===== config.mk =====
export PLATFORM = sky130hd
export DESIGN_NAME = shift4_deser
export DESIGN_NICKNAME = d
export VERILOG_FILES = /design/src/rtl/shift4_deser.sv
export SDC_FILE = /design/constraint.sdc
export NUM_CORES = 1
export LEC_CHECK = 0
export CORE_AREA = 2 2 39 41
export CTS_CLUSTER_DIAMETER = 150
export CTS_CLUSTER_SIZE = 16
export DETAILED_ROUTE_END_ITERATION = 7
export DIE_AREA = 0 0 41 43
export PLACE_DENSITY = 0.7
export SYNTH_ARGS = -nofsm -noshare
export SYNTH_HDL_FRONTEND = slang
export SYNTH_SLANG_ARGS = --single-unit

===== constraint.sdc =====
create_clock -name clk -period 1.95 [get_ports clk]
set_input_delay 0.39 -clock clk [delete_from_list [all_inputs] [get_ports clk]]
set_output_delay 0.39 -clock clk [all_outputs]
set_load 0.005 [all_outputs]

===== src/rtl/shift4_deser.sv =====
// Serial-in, parallel-out receiver for the Shift4 serial path.
// Completed words are held in a one-entry register with a valid/ready handshake.
module shift4_deser #(
  parameter int unsigned size      = 4,
  parameter bit          LSB_FIRST = 1'b1
) (
  input  logic                       clk,
  input  logic                       areset,
  input  logic                       sync,
  input  logic                       ena,
  input  logic                       sin,
  output logic [size-1:0]            q,
  output logic                       q_valid,
  input  logic                       q_ready,
  output logic                       overrun,
  output logic [$clog2(size+1)-1:0]  fill
);

  localparam int unsigned CW = $clog2(size + 1);
  localparam logic [CW-1:0] LAST = CW'(size - 1);

  logic [size-1:0] sr, sr_n, shifted, q_n;
  logic [CW-1:0]   cnt, cnt_n;
  logic            q_valid_n, overrun_n, done;

  // State register
  always_ff @(posedge clk or posedge areset) begin
    if (areset) begin
      sr      <= '0;
      cnt     <= '0;
      q       <= '0;
      q_valid <= 1'b0;
      overrun <= 1'b0;
    end else begin
      sr      <= sr_n;
      cnt     <= cnt_n;
      q       <= q_n;
      q_valid <= q_valid_n;
      overrun <= overrun_n;
    end
  end

  // Next state: sync beats ena; a completing word may be accepted on the same edge as a drain
  always_comb begin
    sr_n      = sr;
    cnt_n     = cnt;
    q_n       = q;
    q_valid_n = q_valid;
    overrun_n = overrun;
    done      = 1'b0;
    shifted   = LSB_FIRST ? {sin, sr[size-1:1]} : {sr[size-2:0], sin};

    if (sync) begin
      sr_n      = '0;
      cnt_n     = '0;
      overrun_n = 1'b0;
    end else if (ena) begin
      if (cnt == LAST) begin
        done  = 1'b1;
        sr_n  = '0;
        cnt_n = '0;
      end else begin
        sr_n  = shifted;
        cnt_n = cnt + CW'(1);
      end
    end

    if (done && (!q_valid || q_ready)) begin
      q_n       = shifted;
      q_valid_n = 1'b1;
    end else if (done) begin
      overrun_n = 1'b1;
    end else if (q_valid && q_ready) begin
      q_valid_n = 1'b0;
    end
  end

  assign fill = cnt;

endmodule


# Word-level counts from Yosys, hierarchy flattened
# Index checks and enable logic that the tools add are counted.
# word_totals
ff_bits	13
latchBits	0
mem_bits_rw	0
mem_bits_ro	0
inputBits	6
mem_count	0
# classes
add_sub_neg	1
mul	0
n_div	0
magnitude_cmp	0
eq_ne	2
n_shift	0
n_mux	15
bitwise	0
reduce_logical	7
# ops
op	n
$mux 4	3
$mux 1	9
$mux 3	3
$reduce_bool 2->1	2
$add 3x1->3 const B	1
$eq 3x2->1 const B	1
$logic_and 1x1->1	2
$ne 2x1->1 const B	1
$reduce_and 2->1	1
$logic_not 1->1	1
$logic_or 1x1->1	1

# Logic depth before layout (Yosys ltp)
# Gate-level depths: netlist of the first run.
# depth
word_depth	7
mapped_depth	5
mapped_depth_nobuf	4

# Worst setup path before layout of the first run
# No wires, ideal clock.
# synth_path
kind	reg-to-reg
start	register cnt[0], in the netlist fill[0]
end	register q[0]
t_arrival_ns	1.459
slack_ns	0.365
path_stages_with_launch	6
n_path_buf	1
synth_period_minus_slack_ns	1.585
path_cell_list	dfrtp_1 ha_1 nand2_1 or4_4 buf_6 mux2_4
# synth_between
elab_chain_cells	5
# synth_rtl
item	line	source
from (decl)	23	logic [CW-1:0] cnt, cnt_n;
from (signal assigned)	36	cnt <= cnt_n;
$eq 3x2->1	58	if (cnt == LAST) begin
$mux 1	58	
$mux 1	57	end else if (ena) begin
$mux 1	53	if (sync) begin
$logic_and 1x1->1	68	if (done && (!q_valid || q_ready)) begin
to (signal assigned)	37	q <= q_n;
to (decl)	12	output logic [size-1:0] q,
# Every way passes these cells.
# A chain may end at the register's enable or synchronous reset.

# Worst setup path in the final report of the first run
# layout_path
start	input port q_ready
end	register q[0]
# layout_between
elab_chain_cells	2
# layout_rtl
item	line	source
from (decl)	14	input logic q_ready,
$logic_or 1x1->1	68	
$logic_and 1x1->1	68	
# Every way passes these cells.

==> flow_summary.ini, run 1 <==
[logic_synthesis]
postSynthRegisterBits = 12
postSynth.topFlopCell = dfrtp_1
synth.yosys.warnings = 0
synth_enable_flop_cells = 0
syn-instance-count = 46
yosys.cell_types.count = 18
synth_sequential_area_ratio = 0.547
synth.area.top_cells = dfrtp_1, mux2_4, nand2b_1, a21oi_1, buf_6
avgSynthCellArea_um2 = 11.9
async_reset_ff_frac = 1.00
yosys.area.top_type = dfrtp_1
yosys.area.top_type_share = 0.547
synth_fp_nets = 53
mappedNetlistArea_um2 = 549

[sta]
worstMarginPinSlew_ps = 469
setup_tns_ps = 0
min_period_ps = 1610
rsz0062_at_grt = false
final.setup_skew_ps = 4.35
post-route-worst-setup-slack_ps = 342
hold_viol_final = 0
maxClockFrequency_mhz = 622
drv_slew = 0
setup_viol = 0
relSlewSlack = 0.687
timing.final.crit_share = 0.825

[hold_path]
holdCritPathClass = input pin to async pin

[flow_run]
maxCapViolations = 0

[worst_setup_path]
kind_of_critical_path = input pin to register
end_kind = register
critPathArrivalTime_ps = 1760
timing.critical_path.required_ps = 2110
worstPathMaxFanout = 4
timing.critical_path.from_type = input pin

[cts]
cts_hold_buffers = 0
clock_latency_on_the_worst_skew_pair_ps = 270
cts_sinks = 12
cts_post_setup_buffers_inserted = 0
cts-htree-levels = 1
ctsResizeCount = 0
clk_pin_slew_worst_paths_ps = 70
cts_buffers = 3
root_buffer = clkbuf_4
cts_max_path_buffers = 2
cts_tree = done

[floorplan]
effective_utilization_at_floorplan = 0.397
fp-row-count = 14
io_pins = 15
design.die.area_um2 = 1760
core_region_area_um2 = 1380
floorplan.die.width_um = 41
fp.dieH_um = 43

[placement]
detailedPlacementHpwl_um = 749
port_buffer_count = 14
place.gp.congestion = 0.722
pre_cts_slack_ps = 57.6

[cells_and_area]
drive_above_1_share = 0.177
flow.area_growth_from_synthesis_pct = 31.2
num-nets-final = 71
final.fill_count = 144
diodes = 0

[global_route]
grt_pass1_vias = 417
grt_antenna_before_repair = 0
grt-ovfl-total = 0
grt_pass1_wl_um = 1790
grt_start_max_net_pins = 13
global_route.usage.total = 0.150

[detailed_routing]
wl_per_cell_um = 12.7
post_drt_via_cell_ratio = 5.05
firstDrtPassIters = 2
wirelength_um = 993
drc_errors = 0
antenna_violating_nets_post_route = 0
vias = 394
first_iter_violations = 2

[power_and_ir_drop]
cellLeakagePower_nw = 0.331
vdd_ir_drop_max_mv = 0.450
powerDensity_nw_per_um2 = 659

[run_status]
run_status = completed
==> state kept, by name, indices dropped and copies added (netlist names) <==
register,flops
fill,3
overrun,1
q,4
q_valid,1
sr,3
==> area by class of cell <==
cell class / count / area (um2) / share of cell area
clock buffers: 3 / 22.5 / 0.0313
inverters: 2 / 7.51 / 0.0104
multi-input cells: 29 / 215 / 0.299
flip-flops and latches: 12 / 300 / 0.417
well taps: 16 / 20.0 / 0.0278
repair buffers: 16 / 155 / 0.215
==> power by group <==
| group | switching (mW) | internal (mW) | leakage (nW) |
|---|---|---|---|
| combinational | 0.0220 | 0.0372 | 0.152 |
| sequential | 0.00639 | 0.258 | 0.165 |
| clock | 0.0798 | 0.0715 | 0.0138 |
==> cells by family after synthesis <==
logic type,Yosys count,share of synthesized area
mux,4,0.109
compound gates,6,0.0615
fa+ha+maj,1,0.0228
flops,12,0.547
simple gates,18,0.198
buf+inv,5,0.0615
==> through the flow <==
step / total power, mW / util / hold slack, ps / instances / instance area, um2
final: 0.475 / 0.521 / 427 / 78 / 721
after global placement: 0.329 / 0.505 / 498 / 75 / 698
after global routing: 0.497 / 0.521 / 504 / 78 / 721
after floorplan: 0.298 / - / 255 / 46 / 549
after CTS: 0.482 / 0.521 / 439 / 78 / 721
after detailed placement: 0.330 / 0.505 / 505 / 75 / 698
==> layer usage <==
| metal | global-route usage | vias up | part of all wire | wire length (um) |
|---|---|---|---|---|
| li1 | - | 189 | - | - |
| met1 | 0.218 | 190 | 0.48 | 473 |
| met2 | 0.200 | 13 | 0.46 | 454 |
| met3 | 0.0314 | 2 | 0.049 | 49 |
| met4 | 0.0800 | 0 | 0.015 | 15 |
| met5 | 0 | - | 0 | 0 |
==> critical path: stages <==
cell and delay [ps]:
clkdlybuf4s50_1 460, nor2b_1 70, or4_4 540, mux2_4 310
==> cells in the final DEF (no fill, tap or decap), drive strengths merged <==
master / instances
nand3b: 1
clkdlybuf4s50: 14
buf: 2
nand2b: 6
nand2: 1
nor3: 1
nand3: 4
a41oi: 1
nor3b: 1
nor2: 1
inv: 2
clkbuf: 3
or2: 1
ha: 1
or4: 1
a21oi: 5
dfrtp: 12
nor2b: 1
mux2: 4
==> path summary, 6_finish.rpt <==
kind / slack, ps / to / from / cells after the start
setup / recovery: 340 / q[0] / q_ready / 4
hold / removal: 430 / q[2] / areset / 2
setup reg to reg: 370 / q[0] / fill[0] / 4
hold reg to reg: 510 / q[0] / q[0] / 1
max in group asynchronous: 1200 / sr[1] / areset / 2
min in group clk: 510 / q[0] / q[0] / 1
==> synth_stat cells (2+ instances only) <==
cell,count
nand2b_1,6
a21oi_1,5
nand3_1,4
buf_6,2
inv_1,2
dfrtp_1,12
mux2_4,4
Power figures use the tool's default switching activity.
==> run 2: changes to the inputs <==
Settings changed: CORE_AREA 2 2 39 41 to unset, CORE_MARGIN set to 1, CORE_UTILIZATION set to 40, DIE_AREA 0 0 41 43 to unset, PLACE_DENSITY 0.7 to 0.71.
Clock period 1.95 ns to 1.35 ns, I/O delays scaled along.
==> flow_summary.ini, run 2 (synthesis results as in run 1) <==
[run_status]
run_status = finished with violations
violations = setup timing

[cts]
clk_pin_slew_worst_paths_ps = 80
cts_max_path_buffers = 2
clock_latency_on_the_worst_skew_pair_ps = 270
cts_sinks = 12
cts_tree = done
cts_buffers = 3
cts_hold_buffers = 0
root_buffer = clkbuf_4
cts-htree-levels = 1

[cells_and_area]
registers.top_by_ff_count = q
layout_commonest_cell = buf_4
layout.core_utilization = 0.695
drive_above_1_share = 0.373
number_of_flip_flops_under_the_largest_register_name = 4
flow.area_growth_from_synthesis_pct = 50.1
num-nets-final = 83
final_cell_mix = buf_4, dfrtp_1, dlygate4sd2_1
diodes = 0
final_design_area_no_fill_um2 = 825

[floorplan]
design.die.area_um2 = 1530
io_pins = 15
fp.dieH_um = 39.1
floorplan.die.width_um = 39.1
fp-row-count = 12
core_region_area_um2 = 1190
effective_utilization_at_floorplan = 0.463

[worst_setup_path]
end_kind = register
timing.critical_path.required_ps = 1510
timing.critical_path.from_type = register
critPathArrivalTime_ps = 1670
worstRegToRegCells = 4
list_of_cells_traversed_by_the_critical_path = ha_2, nand2_2, or4_4, mux2_4
kind_of_critical_path = register to register
critPathSlowestCell = or4_4
worstPathMaxFanout = 4
cp_slowest_stage_delay_ps = 470

[global_route]
grt_pass1_wl_um = 1890
grt_start_max_net_pins = 13
grt_antenna_before_repair = 0
grt-ovfl-total = 0
global_route.usage.total = 0.195
grt_pass1_vias = 491

[sta]
final.setup_skew_ps = 2.64
timing.final.crit_share = 1.11
setup_tns_ps = -595
worstMarginPinSlew_ps = 463
min_period_ps = 1500
relSlewSlack = 0.691
drv_slew = 0
post-route-worst-setup-slack_ps = -155
rsz0062_at_grt = true
hold_viol_final = 0
maxClockFrequency_mhz = 665
setup_viol = 4

[power_and_ir_drop]
cellLeakagePower_nw = 0.436
p_int_mw = 0.601
power_frac_clock = 0.377
power.share.switching = 0.227
vdd_ir_drop_max_mv = 0.467
powerDensity_nw_per_um2 = 943
p_sw_mw = 0.176
comb_power_share = 0.133
share_seq_of_total_power = 0.490

[detailed_routing]
drc_errors = 0
post_drt_via_cell_ratio = 5.12
firstDrtPassIters = 3
wl_per_cell_um = 12.9
wirelength_um = 1150
antenna_violating_nets_post_route = 0
first_iter_violations = 3
vias = 456

[hold_path]
holdCritPathClass = input pin to async pin

[placement]
place.gp.congestion = 0.707
port_buffer_count = 14
dpl-instance-area_um2 = 738
pre_cts_slack_ps = -417
detailedPlacementHpwl_um = 750

[flow_run]
maxCapViolations = 0
## run 2: final cells by class
class / count / area, um2
Fill cell: 108 / 362
Timing Repair Buffer: 28 / 235
Inverter: 2 / 7.51
Sequential cell: 12 / 300
Clock buffer: 4 / 36.3
Tap cell: 14 / 17.5
Multi-Input combinational cell: 29 / 228
## run 2: final timing paths
path / startpoint / to / slack, ps
setup / recovery: fill[1] / q[2] / -150
hold / removal: areset / q[3] / 300
setup reg to reg: fill[1] / q[2] / -150
hold reg to reg: overrun / overrun / 510
max in group asynchronous: areset / q[1] / 740
min in group clk: overrun / overrun / 510
## run 2: power by group through the flow
stage / logic [mW] / registers, mW / clock network [mW]
floorplan: 0.0409 / 0.390 / 0
global placement: 0.0948 / 0.389 / 0
detailed placement: 0.0962 / 0.389 / 0
CTS: 0.101 / 0.381 / 0.303
global route: 0.115 / 0.383 / 0.317
finish: 0.103 / 0.381 / 0.293
## run 2: what timing repair did
action                     CTS  global route
buffers inserted             6             1
resized for setup           10             4
gates cloned                 0             0
setup endpoints to repair   13             7
## run 2: critical path, delay by kind of cell, from the launching register on
family | cells | cell delay (ps)
adder cells (fa/ha/maj) | 1 | 190
flip-flops | 1 | 370
multiplexers | 1 | 320
AND/OR/NAND/NOR | 2 | 520
## run 2: per-layer routing
metal,GRT usage,wire length (um),vias to the layer above
met2,0.354,605,12
met1,0.187,490,227
met3,0.0520,56,0
met4,0.129,0,0
met5,0,0,-
li1,-,-,217
## run 2: through the flow
step	hold WS (ps)	std cells	total power [mW]
3_5_place_dp	495	78	0.485
4_1_cts	303	88	0.786
3_3_place_gp	497	78	0.484
6_report	295	89	0.777
5_1_grt	358	89	0.815
2_1_floorplan	135	46	0.431
==> run 3: changes to the inputs <==
Settings changed: CORE_AREA set to 2 2 39 41, CORE_MARGIN 1 to unset, CORE_UTILIZATION 40 to unset, CTS_BUF_LIST set to sky130_fd_sc_hd__clkbuf_8, DIE_AREA set to 0 0 41 43, PLACE_DENSITY 0.71 to 0.73.
==> flow_summary.ini, run 3 (synthesis results as in run 1) <==
[run_status]
run_status = finished with violations
violations = setup timing

[detailed_routing]
wirelength_um = 1060
vias = 431
firstDrtPassIters = 4
antenna_violating_nets_post_route = 0
drc_errors = 0
wl_per_cell_um = 11.9
first_iter_violations = 4
post_drt_via_cell_ratio = 4.84

[worst_setup_path]
kind_of_critical_path = register to register
cp-endpoint = q[2]
critPathLaunch = fill[1]
worstRegToRegCells = 4
regToRegEndpoint = q[2]
regToRegStartpoint = fill[1]
rrSetupSlack_ps = -160
critPathArrivalTime_ps = 1630
timing.critical_path.from_type = register
worstPathMaxFanout = 4
end_kind = register
timing.critical_path.required_ps = 1470

[power_and_ir_drop]
p_int_mw = 0.688
power_frac_clock = 0.448
p_sw_mw = 0.172
cellLeakagePower_nw = 0.477
power.share.switching = 0.200
comb_power_share = 0.107
vdd_ir_drop_max_mv = 0.778
powerDensity_nw_per_um2 = 1030
share_seq_of_total_power = 0.444

[floorplan]
effective_utilization_at_floorplan = 0.397
core_region_area_um2 = 1380
design.die.area_um2 = 1760
fp.dieH_um = 43
floorplan.die.width_um = 41
io_pins = 15
fp-row-count = 14

[global_route]
grt_start_max_net_pins = 13
grt_pass1_wl_um = 1680
grt_pass1_vias = 396
global_route.usage.total = 0.143
grt_antenna_before_repair = 0
grt-ovfl-total = 0

[sta]
maxClockFrequency_mhz = 663
final.setup_skew_ps = 3.09
setup_tns_ps = -620
relSlewSlack = 0.686
timing.final.crit_share = 1.12
post-route-worst-setup-slack_ps = -158
holdWs_ps = 344
setup_viol = 4
drv_slew = 0
hold_viol_final = 0
min_period_ps = 1510
rsz0062_at_grt = true
worstMarginPinSlew_ps = 471

[cts]
clock_latency_on_the_worst_skew_pair_ps = 230
clk_pin_slew_worst_paths_ps = 60
root_buffer = clkbuf_8
cts_hold_buffers = 0
cts_buffers = 3
cts_max_path_buffers = 2
cts-htree-levels = 1
cts_sinks = 12
cts_tree = done

[cells_and_area]
final_cell_mix = dfrtp_1, buf_4, nand2b_1, dlygate4sd2_1
flow.area_growth_from_synthesis_pct = 51.7
instances_no_fill = 89
num-nets-final = 81
drive_above_1_share = 0.329
registers.top_by_ff_count = q
number_of_flip_flops_under_the_largest_register_name = 4
diodes = 0
final_design_area_no_fill_um2 = 833
layout.core_utilization = 0.602

[placement]
port_buffer_count = 14
detailedPlacementHpwl_um = 769
place.gp.congestion = 0.757
placedCellCount = 81
dpl-instance-area_um2 = 748

[flow_run]
maxCapViolations = 0

[hold_path]
holdCritPathClass = input pin to async pin
## run 3: cell types whose count changed in the layout (fill, tap and decap cells not counted), sizes merged
cell           change
clkdlybuf4s15      -1
buf                -2
dlygate4sd2        -1
dlymetal6s2s       +3
clkbuf             -1
## run 3: cell type report
cell class	count	area, um2
Sequential cell	12	300
Inverter	2	7.51
Fill cell	126	551
Timing Repair Buffer	26	230
Tap cell	16	20.0
Multi-Input combinational cell	29	220
Clock buffer	4	55.1
## run 3: power by group through the flow
stage | clock [mW] | sequential, mW | combinational (mW)
2_1_floorplan | 0 | 0.390 | 0.0409
3_3_place_gp | 0 | 0.388 | 0.0946
3_5_place_dp | 0 | 0.389 | 0.0961
4_1_cts | 0.399 | 0.382 | 0.0945
5_1_grt | 0.418 | 0.384 | 0.102
6_report | 0.386 | 0.382 | 0.0923
## run 3: per-layer routing
layer,vias to the layer above,share of wire,global-route usage
met2,14,0.48,0.213
met1,206,0.45,0.190
met5,-,0,0
met3,0,0.066,0.0681
met4,0,0,0.0200
li1,211,-,-
## run 3: repair_timing
| action | 4_1_cts | 5_1_grt |
|---|---|---|
| gates cloned | 0 | 0 |
| setup buffers | 4 | 0 |
| setup endpoints to repair | 11 | 7 |
| hold endpoints to repair | 0 | 0 |
| gates resized for setup | 6 | 3 |
## run 3: critical path, stage by stage, from the launching register on
cell and delay, ps:
dfrtp_1 350, ha_2 200, nand2_2 60, or4_4 470, mux2_4 310
## run 3: metrics by stage
step / setup slack [ps] / total power, mW
floorplan: -227 / 0.431
global placement: -392 / 0.483
detailed placement: -399 / 0.485
CTS: -166 / 0.875
global route: -190 / 0.903
finish: -158 / 0.860
## run 3: worst min path at each step
stage,startpoint,to,slack [ps]
after floorplan,areset,fill[0],130
after global placement,overrun,overrun,490
after detailed placement,overrun,overrun,500
after CTS,areset,q_valid,360
after global routing,areset,q_valid,400
final,areset,q_valid,340
